==> src/rtl/pcie_phys_pkg.sv <==
// Shared PHY constants: ordered-set K-codes and the serializer state encoding.
package pcie_phys_pkg;

  localparam logic [7:0] K_COM   = 8'hBC;
  localparam logic [7:0] K_SKP   = 8'h1C;
  localparam int         SKP_LEN = 4;

  typedef enum logic [1:0] {
    SER_IDLE = 2'd0,
    SER_DATA = 2'd1,
    SER_SKP  = 2'd2
  } ser_state_e;

endpackage

==> src/rtl/pcie_sync_fifo.sv <==
// Single-clock word FIFO with show-ahead read data, full/empty flags and fill level.
module pcie_sync_fifo #(
  parameter int WIDTH = 32,
  parameter int DEPTH = 4
) (
  input  logic                     clk_i,
  input  logic                     rst_ni,
  input  logic                     wr_en_i,
  input  logic [WIDTH-1:0]         wr_data_i,
  input  logic                     rd_en_i,
  output logic [WIDTH-1:0]         rd_data_o,
  output logic                     full_o,
  output logic                     empty_o,
  output logic [$clog2(DEPTH):0]   level_o
);

  localparam int AW = $clog2(DEPTH);
  localparam int LW = AW + 1;

  logic [WIDTH-1:0] mem_q [DEPTH];
  logic [AW-1:0]    wr_ptr_q, wr_ptr_d;
  logic [AW-1:0]    rd_ptr_q, rd_ptr_d;
  logic [LW-1:0]    level_q, level_d;
  logic             do_wr, do_rd;

  assign full_o    = (level_q == LW'(DEPTH));
  assign empty_o   = (level_q == '0);
  assign level_o   = level_q;
  assign do_wr     = wr_en_i && !full_o;
  assign do_rd     = rd_en_i && !empty_o;
  // Head word is visible combinationally so the consumer can pop and use it in one cycle.
  assign rd_data_o = mem_q[rd_ptr_q];

  // Pointer and level update; depth is a power of two so pointers wrap naturally.
  always_comb begin
    wr_ptr_d = wr_ptr_q;
    rd_ptr_d = rd_ptr_q;
    level_d  = level_q;
    if (do_wr) wr_ptr_d = wr_ptr_q + 1'b1;
    if (do_rd) rd_ptr_d = rd_ptr_q + 1'b1;
    if (do_wr && !do_rd) level_d = level_q + 1'b1;
    if (do_rd && !do_wr) level_d = level_q - 1'b1;
  end

  // Pointer/level registers; storage contents need no reset.
  always_ff @(posedge clk_i or negedge rst_ni) begin
    if (!rst_ni) begin
      wr_ptr_q <= '0;
      rd_ptr_q <= '0;
      level_q  <= '0;
    end else begin
      wr_ptr_q <= wr_ptr_d;
      rd_ptr_q <= rd_ptr_d;
      level_q  <= level_d;
    end
  end

  // Storage write port.
  always_ff @(posedge clk_i) begin
    if (do_wr) mem_q[wr_ptr_q] <= wr_data_i;
  end

endmodule

==> src/rtl/mac_frame_serializer.sv <==
// Buffers MAC words and emits them one byte per accepted cycle, LSB first,
// inserting COM+3xSKP ordered sets on word boundaries at a fixed interval.
module mac_frame_serializer
  import pcie_phys_pkg::*;
#(
  parameter int MAC_FRAME_WIDTH = 32,
  parameter int FIFO_DEPTH      = 4,
  parameter int SKP_INTERVAL    = 1180
) (
  input  logic                         clk_i,
  input  logic                         rst_ni,
  input  logic [MAC_FRAME_WIDTH-1:0]   mac_data_frame_i,
  input  logic                         mac_data_frame_valid_i,
  output logic                         mac_data_frame_ready_o,
  input  logic                         skp_enable_i,
  output logic [7:0]                   byte_o,
  output logic                         byte_k_o,
  output logic                         byte_valid_o,
  input  logic                         byte_ready_i,
  output logic [$clog2(FIFO_DEPTH):0]  fifo_level_o,
  output logic                         skp_pending_o
);

  localparam int BYTES = MAC_FRAME_WIDTH / 8;
  localparam int IDX_W = (BYTES > 1) ? $clog2(BYTES) : 1;
  localparam int CYC_W = $clog2(SKP_INTERVAL);
  localparam logic [IDX_W-1:0] LAST_IDX = IDX_W'(BYTES - 1);
  localparam logic [CYC_W-1:0] CYC_LAST = CYC_W'(SKP_INTERVAL - 1);
  localparam logic [1:0]       SKP_LAST = 2'(SKP_LEN - 1);

  ser_state_e                 state_q, state_d;
  logic [MAC_FRAME_WIDTH-1:0] data_q, data_d;
  logic [IDX_W-1:0]           idx_q, idx_d;
  logic [1:0]                 skp_cnt_q, skp_cnt_d;
  logic [CYC_W-1:0]           cyc_q, cyc_d;
  logic                       skp_pending_q, skp_pending_d;

  logic                       fifo_full, fifo_empty, fifo_pop;
  logic [MAC_FRAME_WIDTH-1:0] fifo_rd_data;
  logic                       sym_accept, com_accept, skp_due, skp_expiry;

  assign sym_accept = (state_q != SER_IDLE) && byte_ready_i;
  assign com_accept = (state_q == SER_SKP) && (skp_cnt_q == 2'd0) && byte_ready_i;
  // A pending SKP only counts while scheduling is enabled; disabling cancels it at once.
  assign skp_due    = skp_pending_q && skp_enable_i;
  assign skp_expiry = skp_enable_i && (cyc_q == CYC_LAST);

  assign mac_data_frame_ready_o = !fifo_full;
  assign skp_pending_o          = skp_pending_q;

  pcie_sync_fifo #(
    .WIDTH (MAC_FRAME_WIDTH),
    .DEPTH (FIFO_DEPTH)
  ) u_fifo (
    .clk_i     (clk_i),
    .rst_ni    (rst_ni),
    .wr_en_i   (mac_data_frame_valid_i && !fifo_full),
    .wr_data_i (mac_data_frame_i),
    .rd_en_i   (fifo_pop),
    .rd_data_o (fifo_rd_data),
    .full_o    (fifo_full),
    .empty_o   (fifo_empty),
    .level_o   (fifo_level_o)
  );

  // SKP scheduler: interval counter and non-accumulating pending flag.
  always_comb begin
    cyc_d         = cyc_q;
    skp_pending_d = skp_pending_q;
    if (!skp_enable_i) begin
      cyc_d         = '0;
      skp_pending_d = 1'b0;
    end else begin
      cyc_d = skp_expiry ? '0 : cyc_q + 1'b1;
      if (com_accept) skp_pending_d = 1'b0;
      if (skp_expiry) skp_pending_d = 1'b1;
    end
  end

  // Serializer next-state and symbol outputs; the word is shifted so byte 0 is always data_q[7:0].
  always_comb begin
    state_d      = state_q;
    data_d       = data_q;
    idx_d        = idx_q;
    skp_cnt_d    = skp_cnt_q;
    fifo_pop     = 1'b0;
    byte_o       = 8'h00;
    byte_k_o     = 1'b0;
    byte_valid_o = 1'b0;
    case (state_q)
      SER_IDLE: begin
        if (skp_due) begin
          state_d   = SER_SKP;
          skp_cnt_d = 2'd0;
        end else if (!fifo_empty) begin
          fifo_pop = 1'b1;
          data_d   = fifo_rd_data;
          idx_d    = '0;
          state_d  = SER_DATA;
        end
      end
      SER_DATA: begin
        byte_valid_o = 1'b1;
        byte_o       = data_q[7:0];
        if (sym_accept) begin
          if (idx_q == LAST_IDX) begin
            if (skp_due) begin
              state_d   = SER_SKP;
              skp_cnt_d = 2'd0;
            end else if (!fifo_empty) begin
              fifo_pop = 1'b1;
              data_d   = fifo_rd_data;
              idx_d    = '0;
            end else begin
              state_d = SER_IDLE;
            end
          end else begin
            idx_d  = idx_q + 1'b1;
            data_d = data_q >> 8;
          end
        end
      end
      SER_SKP: begin
        byte_valid_o = 1'b1;
        byte_k_o     = 1'b1;
        byte_o       = (skp_cnt_q == 2'd0) ? K_COM : K_SKP;
        if (sym_accept) begin
          if (skp_cnt_q == SKP_LAST) begin
            state_d   = SER_IDLE;
            skp_cnt_d = 2'd0;
          end else begin
            skp_cnt_d = skp_cnt_q + 1'b1;
          end
        end
      end
      default: state_d = SER_IDLE;
    endcase
  end

  // State registers; reset discards any partial word or SKP set.
  always_ff @(posedge clk_i or negedge rst_ni) begin
    if (!rst_ni) begin
      state_q       <= SER_IDLE;
      data_q        <= '0;
      idx_q         <= '0;
      skp_cnt_q     <= '0;
      cyc_q         <= '0;
      skp_pending_q <= 1'b0;
    end else begin
      state_q       <= state_d;
      data_q        <= data_d;
      idx_q         <= idx_d;
      skp_cnt_q     <= skp_cnt_d;
      cyc_q         <= cyc_d;
      skp_pending_q <= skp_pending_d;
    end
  end

endmodule

==> config.mk <==
export PLATFORM = sky130hd
export DESIGN_NAME = mac_frame_serializer
export DESIGN_NICKNAME = d
export VERILOG_FILES = /design/src/rtl/pcie_phys_pkg.sv /design/src/rtl/pcie_sync_fifo.sv /design/src/rtl/mac_frame_serializer.sv
export SDC_FILE = /design/constraint.sdc
export NUM_CORES = 1
export LEC_CHECK = 0
export CORE_ASPECT_RATIO = 1.1
export CORE_MARGIN = 1
export CORE_UTILIZATION = 44
export DETAILED_ROUTE_END_ITERATION = 16
export PLACE_DENSITY_LB_ADDON = 0.3
export REMOVE_ABC_BUFFERS = 1
export SETUP_SLACK_MARGIN = 0.05
export SLEW_MARGIN = 20
export SYNTH_ARGS = -nofsm -noshare
export SYNTH_HDL_FRONTEND = slang
export SYNTH_SLANG_ARGS = --single-unit
==> constraint.sdc <==
create_clock -name clk_i -period 2.1 [get_ports clk_i]
set_input_delay 0.315 -clock clk_i [delete_from_list [all_inputs] [get_ports clk_i]]
set_output_delay 0.315 -clock clk_i [all_outputs]
set_load 0.05 [all_outputs]
==> flow_summary.ini, run 1 <==
[sta]
tns_ns = 0
min_period_ns = 2.02
final_max_slew_viol_count = 0
period_share = 0.963
whs_ns = 0.414
tightest_slew_ns = 0.548
skew_ns = 0.0138
rsz0062_at_grt = yes
clock.fmax_ghz = 0.494
slew_headroom = 0.635
hold_viol = 0
worst_slack_ns = 0.0772
setup_viol = 0

[placed_design]
globalplace.congestion = 0.797
place_ws_ns = -0.283
dp_hpwl_microns = 8710
placed_area_sq_um = 8670
dp_cells = 736
io_buffers = 51

[floorplan]
coreArea_sq_um = 16600
start_util = 0.456
die_w_microns = 127
io_pins = 52
die_area_sq_um = 17800
die_h_microns = 140
num_rows = 49

[routing]
dr.pass1.iters = 5
vias = 4187
vias_per_cell = 5.37
wl_per_cell_microns = 18.6
drt_wl_total_microns = 14500
detail-route-antenna-nets = 0
drc = 0
drt_iter0_drc = 371

[critical_path]
worstSetupPathType = reg2out
arrival_ns = 1.71
cp.required_ns = 1.78
start_kind = flip-flop
endpoint_kind = output pin
crit_fanout = 6

[job]
maxCapViolations = 0

[clock_network]
clock_path_buffers = 2
clockRootBuffer = clkbuf_16
tritoncts = built
htree_levels = 4
cts.reportedPaths.clkPinSlew_ns = 0.07
cts_made_buffers = 17
insertion_delay_ns = 0.43
cts_sinks = 185

[finish]
antenna-diode-count = 0
final_nets = 588
fin_util = 0.568
areaGrowthSynthToFinish_pct = 24.4
final_common_cell = edfxtp_1
fin_area_sq_um = 9440
layout_common_cells = 128 x edfxtp_1, 54 x dfrtp_1, 36 x clkdlybuf4s50_1, 32 x mux4_2, 32 x buf_4
drive_above_1_share = 0.261
final_cells = 780

[status]
status = completed

[logic_synthesis]
synth_edf_count = 128
yosys.area.top_type = edfxtp_1
ys.flop_type = edfxtp_1
synth_seq_area_share = 0.695
netlist.area_leader.share = 0.507
synth.avg_cell_area_sq_um = 16.9
synthTopCellsByArea = edfxtp_1 51%, dfrtp_1 19%, mux4_2 9.5%
yosysWarningCount = 0
ys_ff_latch = 185
synthCells = 449
ys_types = 42
postSynth.asyncResetShare = 0.308
syn_area_sq_um = 7580

[global_routing]
grt_start_max_net_pins = 33
grt_pass1_vias = 4355
grt_pass1_wl_microns = 23600
grt_use_total = 0.179
grt-ovfl-total = 0
grt_antenna_before_repair = 0

[pwr]
powerDensity_nw_per_um2 = 1470
fin_total_pwr_mw = 13.9
p_leak_nw = 3.34
irDropWorstVdd_v = 0.000924

[worst_hold_path]
timing.hold.worst.class = in2async
==> sequential cells by signal, summed over array words and instances (netlist names) <==
name and count:
state_q 2, data_q 32, u_fifo.rd_ptr_q 2, idx_q 2, cyc_q 11, skp_cnt_q 2, u_fifo.mem_q 128, u_fifo.level_o 3
u_fifo.wr_ptr_q 2, skp_pending_o 1
==> cell usage after synthesis, types with 2 or more instances <==
cell	number
nor3_1	4
a31oi_1	2
mux2_2	2
a21boi_0	4
nor2_1	24
dfrtp_1	57
nand3b_1	3
mux4_2	32
nor2b_1	4
xor2_1	5
inv_1	15
edfxtp_1	128
a21oi_1	7
and2_1	5
clkbuf_1	10
buf_2	9
ha_1	12
buf_6	3
nand2b_1	3
o221a_1	24
nand3_1	8
and3_1	5
nand2_1	21
o21ai_0	5
mux2i_1	6
or3_1	26
xnor2_1	10
==> worst paths after layout <==
kind	cells past startpoint	slack, ns	start	end
min reg2reg	1	0.49	cyc_q[0]	cyc_q[0]
min	2	0.41	rst_ni	cyc_q[7]
max in group asynchronous	3	0.99	rst_ni	u_fifo.level_o[0]
max reg2reg	10	0.10	state_q[1]	u_fifo.level_o[2]
max	6	0.08	state_q[0]	byte_o[5]
min in group clk_i	1	0.49	cyc_q[0]	cyc_q[0]
==> timing repair <==
| action | in CTS | in global routing |
|---|---|---|
| buffers inserted | 9 | 2 |
| endpoints found under the setup margin | 9 | 40 |
| endpoints found under the hold margin | 19 | 0 |
| resized for setup | 27 | 10 |
| pin swaps | 5 | 8 |
| hold buffers | 1 | 0 |
==> layer usage <==
metal	wire length [microns]	GRT usage
met1	6560	0.236
met5	0	0
met4	146	0.0627
met3	577	0.0446
met2	7250	0.291
==> critical path, stage by stage, from the launching register on <==
cell      delay (ns)
dfrtp_2         0.45
inv_2           0.10
buf_4           0.13
ha_4            0.19
nand2_4         0.07
a21boi_2        0.19
buf_12          0.16
==> where the power goes <==
group	internal [mW]	switching [mW]	total, mW	leakage [nW]
sequential	4.91	0.416	5.33	1.86
clock	1.54	1.35	2.89	0.262
combinational	2.78	2.87	5.65	1.23
==> final cells by class <==
| class | count | area [sq um] |
|---|---|---|
| Clock buffer | 21 | 440 |
| Clock inverter | 11 | 88.8 |
| Fill cell | 1310 | 7180 |
| Inverter | 15 | 56.3 |
| Multi-Input combinational cell | 226 | 2260 |
| Sequential cell | 185 | 5270 |
| Tap cell | 229 | 287 |
| Timing Repair Buffer | 93 | 1030 |
==> cells by family after synthesis <==
family                     count (synthesis)  synth area share
xor gates and xnor gates                  15            0.0173
DFF                                      185             0.695
AOI/OAI and AO/OA                         49            0.0596
buffers and inverters                     38            0.0238
and+or+nand+nor                          109            0.0759
muxes                                     40             0.106
adders and majority gates                 13            0.0224
(Power assumes the default switching activity.)
==> run 2: changes to the inputs <==
--- a/config.mk
+++ b/config.mk
@@ -8,6 +8,7 @@
 export CORE_ASPECT_RATIO = 1.1
 export CORE_MARGIN = 1
 export CORE_UTILIZATION = 44
+export CTS_CLUSTER_DIAMETER = 200
 export DETAILED_ROUTE_END_ITERATION = 16
 export PLACE_DENSITY_LB_ADDON = 0.3
 export REMOVE_ABC_BUFFERS = 1
==> results of run 2 <==
Final layout, timing and power as in run 1 (identical DEF).
